File: src/rtl/keypad_pkg.sv
// Shared definitions for the matrix keypad scanner: FSM state encoding,
// default geometry and timing, and a small index-width helper.
package keypad_pkg;

    localparam int DEF_ROWS     = 4;
    localparam int DEF_COLS     = 4;
    localparam int DEF_DWELL    = 4;
    localparam int DEF_DEBOUNCE = 20;
    localparam int CODE_W       = 4;

    typedef enum logic [1:0] {
        S_SCAN,
        S_DEBOUNCE,
        S_PRESSED,
        S_RELEASE
    } state_t;

    // Width of an index into n items; a single item still needs one bit.
    function automatic int idx_width(input int n);
        return (n > 1) ? $clog2(n) : 1;
    endfunction

endpackage

File: src/rtl/col_sync.sv
// Two-flop synchronizer for the asynchronous column sense lines; resets to
// all-ones so an idle (pulled-high) keypad is seen during and after reset.
module col_sync #(
    parameter int WIDTH = 4
) (
    input  logic             clk1k,
    input  logic             rst,
    input  logic [WIDTH-1:0] i_d,
    output logic [WIDTH-1:0] o_q
);

    logic [WIDTH-1:0] r_meta;
    logic [WIDTH-1:0] r_sync;

    // NOTE: sequential state uses non-blocking assignments so every flop
    // samples the pre-edge value; blocking here would collapse the two stages.
    always_ff @(posedge clk1k or negedge rst) begin
        if (!rst) begin
            r_meta <= '1;
            r_sync <= '1;
        end else begin
            r_meta <= i_d;
            r_sync <= r_meta;
        end
    end

    assign o_q = r_sync;

endmodule

File: src/rtl/keypad_scanner.sv
// Row-scanning matrix keypad controller: drives one row low at a time,
// debounces press and release, and reports the accepted key code.
module keypad_scanner
    import keypad_pkg::*;
#(
    parameter int ROWS     = DEF_ROWS,
    parameter int COLS     = DEF_COLS,
    parameter int DWELL    = DEF_DWELL,
    parameter int DEBOUNCE = DEF_DEBOUNCE
) (
    input  logic              clk1k,
    input  logic              rst,
    input  logic [COLS-1:0]   col_n,
    output logic [ROWS-1:0]   row_n,
    output logic [CODE_W-1:0] key_code,
    output logic              key_valid,
    output logic              key_down
);

    localparam int RW = idx_width(ROWS);
    localparam int CW = idx_width(COLS);
    localparam int DW = $clog2(DWELL + 1);
    localparam int BW = $clog2(DEBOUNCE + 1);

    localparam logic [RW-1:0] ROW_LAST   = RW'(ROWS - 1);
    localparam logic [DW-1:0] DWELL_LAST = DW'(DWELL - 1);
    localparam logic [BW-1:0] DB_LAST    = BW'(DEBOUNCE - 1);

    state_t              r_state,     w_state_nxt;
    logic [RW-1:0]       r_row,       w_row_nxt;
    logic [DW-1:0]       r_dwell,     w_dwell_nxt;
    logic [BW-1:0]       r_cnt,       w_cnt_nxt;
    logic [COLS-1:0]     r_pattern,   w_pattern_nxt;
    logic [CW-1:0]       r_col_idx,   w_col_idx_nxt;
    logic [CODE_W-1:0]   r_key_code,  w_key_code_nxt;
    logic                r_key_valid, w_key_valid_nxt;
    logic                r_key_down,  w_key_down_nxt;

    logic [COLS-1:0]     w_cols;
    logic [CW-1:0]       w_low_idx;
    logic                w_any_low;
    logic [RW-1:0]       w_row_inc;
    logic [CODE_W-1:0]   w_code;

    col_sync #(
        .WIDTH (COLS)
    ) u_col_sync (
        .clk1k (clk1k),
        .rst   (rst),
        .i_d   (col_n),
        .o_q   (w_cols)
    );

    // Lowest-numbered closed column wins when several keys share a row.
    always_comb begin
        w_low_idx = '0;
        for (int i = COLS - 1; i >= 0; i--) begin
            if (!w_cols[i]) begin
                w_low_idx = CW'(i);
            end
        end
    end

    assign w_any_low = ~&w_cols;
    assign w_row_inc = (r_row == ROW_LAST) ? '0 : r_row + RW'(1);
    assign w_code    = CODE_W'(int'(r_row) * COLS + int'(r_col_idx));

    // NOTE: every variable gets its hold value before the case so that no
    // path leaves one unassigned, which would otherwise infer a latch.
    always_comb begin
        w_state_nxt     = r_state;
        w_row_nxt       = r_row;
        w_dwell_nxt     = r_dwell;
        w_cnt_nxt       = r_cnt;
        w_pattern_nxt   = r_pattern;
        w_col_idx_nxt   = r_col_idx;
        w_key_code_nxt  = r_key_code;
        w_key_valid_nxt = 1'b0;
        w_key_down_nxt  = r_key_down;

        case (r_state)
            S_SCAN: begin
                if (r_dwell == DWELL_LAST) begin
                    w_dwell_nxt = '0;
                    if (w_any_low) begin
                        w_pattern_nxt = w_cols;
                        w_col_idx_nxt = w_low_idx;
                        w_cnt_nxt     = '0;
                        w_state_nxt   = S_DEBOUNCE;
                    end else begin
                        w_row_nxt = w_row_inc;
                    end
                end else begin
                    w_dwell_nxt = r_dwell + DW'(1);
                end
            end

            S_DEBOUNCE: begin
                if (w_cols != r_pattern) begin
                    w_state_nxt = S_SCAN;
                    w_row_nxt   = w_row_inc;
                    w_dwell_nxt = '0;
                end else if (r_cnt == DB_LAST) begin
                    w_state_nxt     = S_PRESSED;
                    w_key_code_nxt  = w_code;
                    w_key_valid_nxt = 1'b1;
                    w_key_down_nxt  = 1'b1;
                end else begin
                    w_cnt_nxt = r_cnt + BW'(1);
                end
            end

            S_PRESSED: begin
                // Row stays frozen, so other keys in this row cannot start a new press.
                if (!w_any_low) begin
                    w_cnt_nxt   = '0;
                    w_state_nxt = S_RELEASE;
                end
            end

            S_RELEASE: begin
                if (w_any_low) begin
                    w_state_nxt = S_PRESSED;
                end else if (r_cnt == DB_LAST) begin
                    w_key_down_nxt = 1'b0;
                    w_state_nxt    = S_SCAN;
                    w_row_nxt      = w_row_inc;
                    w_dwell_nxt    = '0;
                end else begin
                    w_cnt_nxt = r_cnt + BW'(1);
                end
            end

            default: begin
                w_state_nxt = S_SCAN;
            end
        endcase
    end

    // NOTE: the latched pattern and key code are ordinary registers, so they
    // take the asynchronous reset like every other flop in the block.
    always_ff @(posedge clk1k or negedge rst) begin
        if (!rst) begin
            r_state     <= S_SCAN;
            r_row       <= '0;
            r_dwell     <= '0;
            r_cnt       <= '0;
            r_pattern   <= '1;
            r_col_idx   <= '0;
            r_key_code  <= '0;
            r_key_valid <= 1'b0;
            r_key_down  <= 1'b0;
        end else begin
            r_state     <= w_state_nxt;
            r_row       <= w_row_nxt;
            r_dwell     <= w_dwell_nxt;
            r_cnt       <= w_cnt_nxt;
            r_pattern   <= w_pattern_nxt;
            r_col_idx   <= w_col_idx_nxt;
            r_key_code  <= w_key_code_nxt;
            r_key_valid <= w_key_valid_nxt;
            r_key_down  <= w_key_down_nxt;
        end
    end

    assign row_n     = ~(ROWS'(1) << r_row);
    assign key_code  = r_key_code;
    assign key_valid = r_key_valid;
    assign key_down  = r_key_down;

endmodule

File: config.mk
export PLATFORM = sky130hd
export DESIGN_NAME = keypad_scanner
export DESIGN_NICKNAME = d
export VERILOG_FILES = /design/src/rtl/keypad_pkg.sv /design/src/rtl/col_sync.sv /design/src/rtl/keypad_scanner.sv
export SDC_FILE = /design/constraint.sdc
export NUM_CORES = 1
export LEC_CHECK = 0
export CORE_MARGIN = 10
export CORE_UTILIZATION = 32
export CTS_BUF_LIST = sky130_fd_sc_hd__clkbuf_8
export DETAILED_ROUTE_END_ITERATION = 6
export PLACE_DENSITY = 0.59
export SLEW_MARGIN = 20
export SYNTH_ARGS = -nofsm -noshare
export SYNTH_HDL_FRONTEND = slang
export SYNTH_SLANG_ARGS = --single-unit
export TNS_END_PERCENT = 50
File: constraint.sdc
create_clock -name clk1k -period 2 [get_ports clk1k]
set_clock_uncertainty 0.2 [all_clocks]
set_input_delay 0.4 -clock clk1k [delete_from_list [all_inputs] [get_ports clk1k]]
set_output_delay 0.4 -clock clk1k [all_outputs]
set_load 0.05 [all_outputs]
# Word level (Yosys, flattened, before mapping)
# Cells that the tools add are included.
[totals]
reg_bits = 32
latch_bits = 0
ramBits = 0
romBits = 0
in_bits = 6
out_inout_bits = 10
wordCells = 87
mem_count = 0
[op_classes]
addsub = 4
multipliers = 0
n_div = 0
n_lt_le_gt_ge = 0
n_eq_ne = 18
shifts = 1
muxes = 39
n_bitwise = 3
n_reduce_logical = 11
[ops]
columns = ["operator", "n"]
rows = [
  ["two-way mux 2 bit", 17],
  ["two-way mux 5 bit", 6],
  ["case mux 5 bit (4 select lines)", 1],
  ["!= test 2 bit (second input constant)", 9],
  ["AND reduction 5 bit", 3],
  ["two-way mux 3 bit", 4],
  ["case mux 3 bit (3 select lines)", 1],
  ["case mux 2 bit (4 select lines)", 1],
  ["AND reduction 4 bit", 2],
  ["two-way mux 1 bit", 7],
  ["== test 2 bit (second input constant)", 3],
  ["!= test 3 bit (second input constant)", 2],
  ["case mux 2 bit (3 select lines)", 1],
  ["AND reduction 3 bit", 2],
  ["AND reduction 6 bit", 1],
  ["adder 5 x 1 -> 5 bit (second input constant)", 1],
  ["== test 5 bit (second input constant)", 1],
  ["adder 4 x 2 -> 4 bit", 1],
  ["!= test 4 bit", 1],
  ["inverter 4 bit", 1],
  ["<< shifter 1 x 2 -> 4 bit (first input constant)", 1],
  ["adder 3 x 1 -> 3 bit (second input constant)", 1],
  ["== test 3 x 2 -> 1 bit (second input constant)", 1],
  ["nonzero test 3 bit", 1],
  ["other kinds (6)", 7],
]

# Depth between registers and ports, before layout
# Gate-level depths: netlist (run 1).
[logic_depth]
ltp_word = 5
mapped_depth = 6
depth_no_buf = 5

# Cells and area by module
# A second synthesis (run 1) with hierarchy kept.
[hier_totals]
hier_cells = 122
hier_area_um2 = 1482.7
[modules_own_cells]
columns = ["mod", "n_inst", "cells_per_inst", "area_each_um2", "seq_area_each_um2"]
rows = [
  ["keypad_scanner", 1, 114, 1272.5, 605.6],
  ["col_sync", 1, 8, 210.2, 210.2],
]

# Least setup slack after synthesis (run 1)
# No wires, ideal clock.
[synth_timing]
path_kind = "register -> register"
from = "reg r_cnt[0]"
to = "reg r_cnt[3]"
setup_ps = 101
t_arrival_ps = 1690
setup_slack_ps = 9
path_stages_with_launch = 6
path_buffers = 0
cell_sequence = "dfrtp_1 -> ha_1 -> nor4bb_4 -> a22o_1 -> or3_4 -> o311ai_2"
[synth_via]
elab_chain_cells = 4
word_cells_on_any_way = 6
classes_between = "add/sub (1); eq/ne (1); mux (4)"
[synth_lines]
columns = ["item", "line", "text"]
rows = [
  ["start, declared", "keypad_scanner.sv:32", "logic [BW-1:0] r_cnt, w_cnt_nxt;"],
  ["start signal, assigned", "keypad_scanner.sv:157", "r_cnt <= w_cnt_nxt;"],
  ["adder 5 x 1 -> 5 bit / == test 5 bit (equally long branches)", "-", ""],
  ["two-way mux 5 bit (*)", "keypad_scanner.sv:103, keypad_scanner.sv:124", ""],
  ["two-way mux 5 bit, on equally long branches", "keypad_scanner.sv:122, keypad_scanner.sv:99", ""],
  ["case mux 5 bit (4 select lines) (*)", "keypad_scanner.sv:81", "case (r_state)"],
]
# Every way passes the cells marked *; elsewhere a longest branch is shown, timed or not. The select of a mux whose other input is x is not followed.
# A chain may end at the register's enable or synchronous reset.

# Worst setup path in the final report (run 1)
[layout_timing]
from = "reg r_cnt[4]"
to = "reg r_key_code[1], in the netlist key_code[1]"
[layout_via]
elab_chain_cells = 2
[layout_lines]
columns = ["item", "line", "text"]
rows = [
  ["== test 5 bit", "keypad_scanner.sv:103", "end else if (r_cnt == DB_LAST) begin"],
  ["AND reduction 3 bit (no line)", "-", ""],
  ["end signal, assigned", "keypad_scanner.sv:160", "r_key_code <= w_key_code_nxt;"],
  ["end, declared", "keypad_scanner.sv:35", "logic [CODE_W-1:0] r_key_code, w_key_code_nxt;"],
]
# No other way between the ends.

==> results of run 1 <==
[per-layer routing]
| metal | global-route usage (%) | share of wire (%) | vias up | wire length, µm |
|---|---|---|---|---|
| met4 | 3.23 | 1.4 | 0 | 47 |
| met1 | 9.00 | 43 | 526 | 1400 |
| met3 | 3.66 | 4.8 | 7 | 156 |
| met5 | 0 | 0 | - | 0 |
| met2 | 13.6 | 51 | 18 | 1650 |
| li1 | - | - | 535 | - |
[final cells by class]
| type | instances | share of cell area [%] |
|---|---|---|
| Clock inverter | 3 | 1.78 |
| Inverter | 12 | 2.07 |
| Timing Repair Buffer | 40 | 16.6 |
| Sequential cell | 32 | 37.4 |
| Multi-Input combinational cell | 76 | 35.1 |
| Tap cell | 67 | 3.84 |
| Clock buffer | 5 | 3.16 |
[metrics by stage]
stage	utilization (%)	hold slack [ns]	instances	total power (W)
2_1_floorplan	-	-0.0956	124	0.00159
3_3_place_gp	41.3	0.146	222	0.00200
3_5_place_dp	41.3	0.147	222	0.00204
4_1_cts	44.2	0.157	232	0.00266
5_1_grt	46.2	0.160	235	0.00290
6_report	46.2	0.156	235	0.00272
[cells by family after synthesis]
logic type | synth area share [%]
compound gates | 15.4
xor+xnor | 2.25
fa+ha+maj | 4.82
buf+inv | 4.01
flops | 52.3
mux | 7.87
simple gates | 13.3
[registers in the layout (all words and copies together) (netlist names)]
register / count
u_col_sync.o_q: 4
r_pattern: 4
key_code: 4
r_col_idx: 2
r_cnt: 5
r_row: 2
key_down: 1
u_col_sync.r_meta: 4
key_valid: 1
r_state: 2
r_dwell: 3
[where the power goes]
group          switching (W)  leakage, nW  internal (W)  total [W]
clock               0.000231       0.0593      0.000364   0.000595
sequential          0.000116        0.394      0.000816   0.000932
combinational       0.000611        0.555      0.000582    0.00119
[what timing repair did]
action	4_1_cts	5_1_grt
hold buffers	0	0
setup buffers	2	3
pin swaps	3	8
setup endpoints to repair	9	12
resized for setup	3	10
[worst reg2reg max path, stage by stage (launching register included)]
cell and delay [ns]:
dfrtp_1 0.42, nor4bb_4 0.46, nand2_2 0.14, nor3_4 0.30, mux2_2 0.38
[how the worst min path moves through the flow]
stage,to,depth (start not counted),slack [ns],startpoint
final,u_col_sync.o_q[0],0,0.16,u_col_sync.r_meta[0]
after floorplan,key_code[0],0,-0.1,rst
after global routing,u_col_sync.o_q[0],0,0.16,u_col_sync.r_meta[0]
after global placement,u_col_sync.o_q[2],0,0.15,u_col_sync.r_meta[2]
after CTS,u_col_sync.o_q[1],0,0.16,u_col_sync.r_meta[1]
after detailed placement,u_col_sync.o_q[1],0,0.15,u_col_sync.r_meta[1]
[placed cells by master (no fill, tap or decap), types with 2 or more instances in the layout]
cell type,synthesis,final
a21oi_1,3,3
a22o_1,2,2
buf_12,0,4
buf_4,0,31
clkbuf_8,0,5
clkdlybuf4s50_1,0,5
dfrtp_1,20,20
dfstp_2,12,12
ha_1,6,4
ha_2,0,2
inv_1,12,13
mux2_2,10,10
nand2b_1,3,3
nand3_1,5,5
nand3b_1,2,2
nand4_1,2,2
nor2_1,6,6
o21bai_1,2,2
o22a_1,2,2
o311ai_4,0,2
o31ai_1,5,2
o31ai_2,0,2
xnor2_2,0,3
==> run metrics, run 1 <==
Post-synth EDFFs=0; GRT Residual Overflow=0; vias in the first global route=1200; pwr dens=1250 nW/µm²; DIE HEIGHT=89.8 µm; status=finished, violations left; layout cells sized above 1=around 50%; Syn Nets=136; Synth top area share=around 32%; Reg-to-Reg Start=r_cnt[4]; largest net degree at the start of global routing=33; drt pass-1 iters=4; multi-input logic area=around 770 µm²; FF/Latch Area=between 800 and 900 µm²; Final Cycle Share=100%; # setup viols final=1; Clock Path Buffers=2; gpl congestion=0.807; Async S/R FF share, synth=100%; Starting Density=approximately a third; Required @ worst endpoint=1.96 ns; worst vdd ir=around 650 µV; clock sinks=32; Tmin final=between 2 and 2.5 ns; routed via count=1086; row cnt=25; Filler cells=436; CP max stage delay=about 0.46 ns; CTS Buf Count=5; final setup TNS=-0.00690 ns; global-route wire length before repair=approximately 5500 µm; CP Buf/Inv Count=0; Global Route Usage Sum=approximately 8.2%; DR WL/cell=between 10 and 15 µm; worst reg2reg path endpoint=key_code[1]; max-cap violations=0; drc violations=0; Final Net Count=about 180; # port buffers=15; Synth Warn #=0; CP Launch Point=r_cnt[4]; CP max FO=6; top post-synthesis cells by count=20 x dfrtp_1, 12 x dfstp_2, 12 x inv_1; crit path launch type=flip-flop; dpl ws=-0.0744 ns; final hold viol count=0; worst path cell trace=nor4bb_4 -> nand2_2 -> nor3_4 -> mux2_2; initial antenna violation count=0; core area=between 4000 and 5000 µm²; CP endpoint kind=flip-flop; Final Slew Violations=0; worst reg2reg path depth=4; Ant. Diodes=0; Max-slew headroom=73.1%; cell area after synthesis=~1600 µm²; Leakage=1.01 nW; Finished Cell Area=2180 µm²; area added between synthesis and finish=39.9%; routed wire length=about 3300 µm; CTS tree=built; vias per inst=about 4.6; Setup CP Type=flip-flop to flip-flop; unrepaired setup endpoints after global routing=yes; failing checks=negative setup slack; synthesized area per cell=12.6 µm²; Worst path depth=4; post-DP HPWL=around 2400 µm; DR iter-0 viols=66; Area after DPL=about 2000 µm²; worst-margin pin slew=0.404 ns; Mapped Cells=124; Worst-Skew Late Latency=approximately 0.28 ns; Yosys top cell by area=dfrtp_1; die width=approximately 90 µm; Root Buffer=clkbuf_8; H-tree depth=2; family with the most delay on the worst path=simple AND/OR/NAND/NOR gates; Clock transition at path regs=about 0.060 ns; #FFs+latches synth=32; Routed Antenna Nets=0; CP endpoint=key_code[1]; Top Ports=16; Distinct cells, synth=40; top-count cell post-synth=dfrtp_1; synth top area cells=dfrtp_1 32%, dfstp_2 20%, mux2_2 7.2%; CP arrival=approximately 2.0 ns; final worst slack=-0.00690 ns; Peak Freq=approximately 500 MHz; Post-synth top flop=dfrtp_1; R2R setup slack=-0.007 ns; sequential area share after synthesis=between 50% and 60%; hold crit path type=flip-flop to flip-flop; DIE AREA=between 8000 and 9000 µm²; CP max stage cell=nor4bb_4
No activity file was read; power rests on OpenSTA's default activity.
==> inputs of run 2 (changes only) <==
--- a/config.mk
+++ b/config.mk
@@ -13,5 +13,6 @@
 export SLEW_MARGIN = 20
 export SYNTH_ARGS = -nofsm -noshare
 export SYNTH_HDL_FRONTEND = slang
+export SYNTH_HIERARCHICAL = 1
 export SYNTH_SLANG_ARGS = --single-unit
 export TNS_END_PERCENT = 50
==> run 2 against run 1 <==
Net effect: combinational power is 13% higher; critical path type unchanged; largest power group unchanged; critical path depth is 2 higher; synthesized cell count is 1.6% lower; cell count is 3.4% lower; highest routed layer unchanged; the run still ends with negative setup slack left.
==> run metrics, run 2 <==
status=finished, violations left (unchanged); failing checks=negative setup slack (unchanged); DIE HEIGHT=88.1 µm (was 89.8 µm); Tmin final=2.14 ns (was 2.01 ns); core area=4410 µm² (was 4720 µm²); largest net degree at the start of global routing=33 (unchanged); post-DP HPWL=2270 µm (was 2390 µm); GRT Residual Overflow=0 (unchanged); CP endpoint kind=flip-flop (unchanged); Leakage=1.04 nW (was 1.01 nW); Max-slew headroom=73.2% (was 73.1%); clock sinks=32 (unchanged); unrepaired setup endpoints after global routing=yes (unchanged); initial antenna violation count=0 (unchanged); Ant. Diodes=0 (unchanged); global-route wire length before repair=5100 µm (was 5510 µm); commonest non-fill, non-tap cell in the layout=buf_4 (unchanged); Synth top area share=33.8% (was 32.1%); # port buffers=15 (unchanged); DR WL/cell=13.8 µm (was 13.9 µm); layout cells sized above 1=53.7% (was 50.0%); vias per inst=4.79 (was 4.62); final setup TNS=-0.526 ns (was -0.00690 ns); synth top area cells=dfrtp_1 34%, dfstp_2 21%, mux2_2 8.4% (was dfrtp_1 32%, dfstp_2 20%, mux2_2 7.2%); Starting Density=33.6% (was 33.0%); top-count cell post-synth=dfrtp_1 (unchanged); worst vdd ir=623 µV (was 654 µV); #FFs+latches synth=32 (unchanged); gpl congestion=0.794 (was 0.807); Syn Nets=134 (was 136); Final Slew Violations=0 (unchanged); crit path launch type=flip-flop (unchanged); worst-margin pin slew=0.403 ns (was 0.404 ns); Worst-Skew Late Latency=0.28 ns (about the same); top post-synthesis cells by count=20 x dfrtp_1, 12 x dfstp_2, 11 x mux2_2 (was 20 x dfrtp_1, 12 x dfstp_2, 12 x inv_1); routed wire length=3130 µm (was 3260 µm); drc violations=0 (unchanged); DIE AREA=7760 µm² (was 8060 µm²); Root Buffer=clkbuf_8 (unchanged); sequential area share after synthesis=55.0% (was 52.3%); hold crit path type=flip-flop to flip-flop (unchanged); final worst slack=-0.141 ns (was -0.00690 ns); Clock transition at path regs=0.07 ns (was 0.06 ns); row cnt=24 (was 25); H-tree depth=2 (unchanged); Final Net Count=186 (was 179); area added between synthesis and finish=45.1% (was 39.9%); dpl ws=-0.159 ns (was -0.0744 ns); commonest non-fill, non-tap cells in the layout=40 x buf_4, 20 x dfrtp_1, 12 x dfstp_2 (was 31 x buf_4, 20 x dfrtp_1, 13 x inv_1); routed via count=1088 (was 1086); cell area after synthesis=1480 µm² (was 1560 µm²); CP max FO=4 (was 6); Routed Antenna Nets=0 (unchanged); Largest register FFs=5 (unchanged); Distinct cells, synth=39 (was 40); Peak Freq=467 MHz (was 498 MHz); CP arrival=2.11 ns (was 1.97 ns); Design Power=0.00288 W (was 0.00272 W); die width=88.1 µm (was 89.8 µm); hold_ws=0.155 ns (was 0.156 ns); Mapped Cells=122 (was 124); DR iter-0 viols=43 (was 66); Global Route Usage Sum=8.26% (was 8.21%); Top reg by flops=r_cnt (unchanged); Yosys top cell by area=dfrtp_1 (unchanged); Clock Path Buffers=2 (unchanged); Post-synth top flop=dfrtp_1 (unchanged); synthesized area per cell=12.2 µm² (was 12.6 µm²); Filler cells=411 (was 436); CTS tree=built (unchanged); drt pass-1 iters=4 (unchanged); pwr dens=1340 nW/µm² (was 1250 nW/µm²); Top Ports=16 (unchanged); Synth Warn #=6 (was 0); Post-synth EDFFs=0 (unchanged); # setup viols final=5 (was 1); vias in the first global route=1147 (was 1200); Post-CTS Hold Buffers=0 (unchanged); Final Cycle Share=107% (was 100%); Setup CP Type=flip-flop to flip-flop (unchanged); CTS Buf Count=5 (unchanged); final hold viol count=0 (unchanged); Async S/R FF share, synth=100% (unchanged); max-cap violations=0 (unchanged); Required @ worst endpoint=1.97 ns (was 1.96 ns)
[run 2: layout make-up]
cell class / count / area (µm²) / area share (%)
sequential: 32 / 816 / 37.9
multi-input combinational: 78 / 701 / 32.6
timing repair buffer: 49 / 430 / 20.0
clock buffer: 5 / 68.8 / 3.20
tap: 52 / 65.1 / 3.02
clock inverter: 3 / 38.8 / 1.80
inverter: 8 / 32.5 / 1.51
[run 2: path summary, 6_finish.rpt]
check	startpoint	endpoint	slack [ns]	cells after the start
min in group asynchronous	rst	r_state[0]	0.31	2
max	r_cnt[1]	r_cnt[0]	-0.14	6
max in group asynchronous	rst	r_pattern[1]	0.96	2
max reg2reg	r_cnt[1]	r_cnt[0]	-0.14	6
min reg2reg	u_col_sync/r_meta[3]	u_col_sync/o_q[3]	0.16	0
min	u_col_sync/r_meta[3]	u_col_sync/o_q[3]	0.16	0
[run 2: logic make-up (layout without fill, tap and decap cells)]
family                     Yosys count  after routing  share of synthesized area (%)
and+or+nand+nor                     35             35                           13.9
DFF                                 32             32                           55.0
AOI/OAI and AO/OA                   21             21                           10.8
muxes                               12             12                           9.11
buffers and inverters               12             65                           3.71
adders and majority gates            6              6                           5.06
xor gates and xnor gates             4              4                           2.36
[run 2: repair_timing]
action / 4_1_cts / 5_1_grt
resized for setup: 5 / 11
pin swaps: 4 / 7
setup endpoints to repair: 15 / 14
setup buffers: 4 / 3
[run 2: stage by stage]
step	area, µm²	cells	util [%]
after floorplan	1500	122	-
after global placement	1910	212	43.3
after detailed placement	1910	212	43.3
after CTS	2060	224	46.7
after global routing	2150	227	48.8
final	2150	227	48.8
[run 2: report_power, final]
part           internal, W  switching, W  leakage, nW
sequential        0.000827      0.000115        0.394
clock             0.000364      0.000229       0.0593
combinational     0.000693      0.000652        0.589
[run 2: routing by layer]
metal / track usage (%) / share of wire [%] / routed length (µm)
met3: 2.69 / 3.7 / 117
met4: 3.28 / 1.2 / 38
met2: 14.1 / 53 / 1650
met1: 9.33 / 42 / 1330
met5: 0 / 0 / 0
[run 2: worst max-delay path, stage by stage, from the launching register on]
cell	delay (ns)
dfrtp_1	0.39
ha_2	0.18
and4bb_2	0.23
a22o_1	0.24
or3_4	0.43
inv_4	0.07
mux2_4	0.28
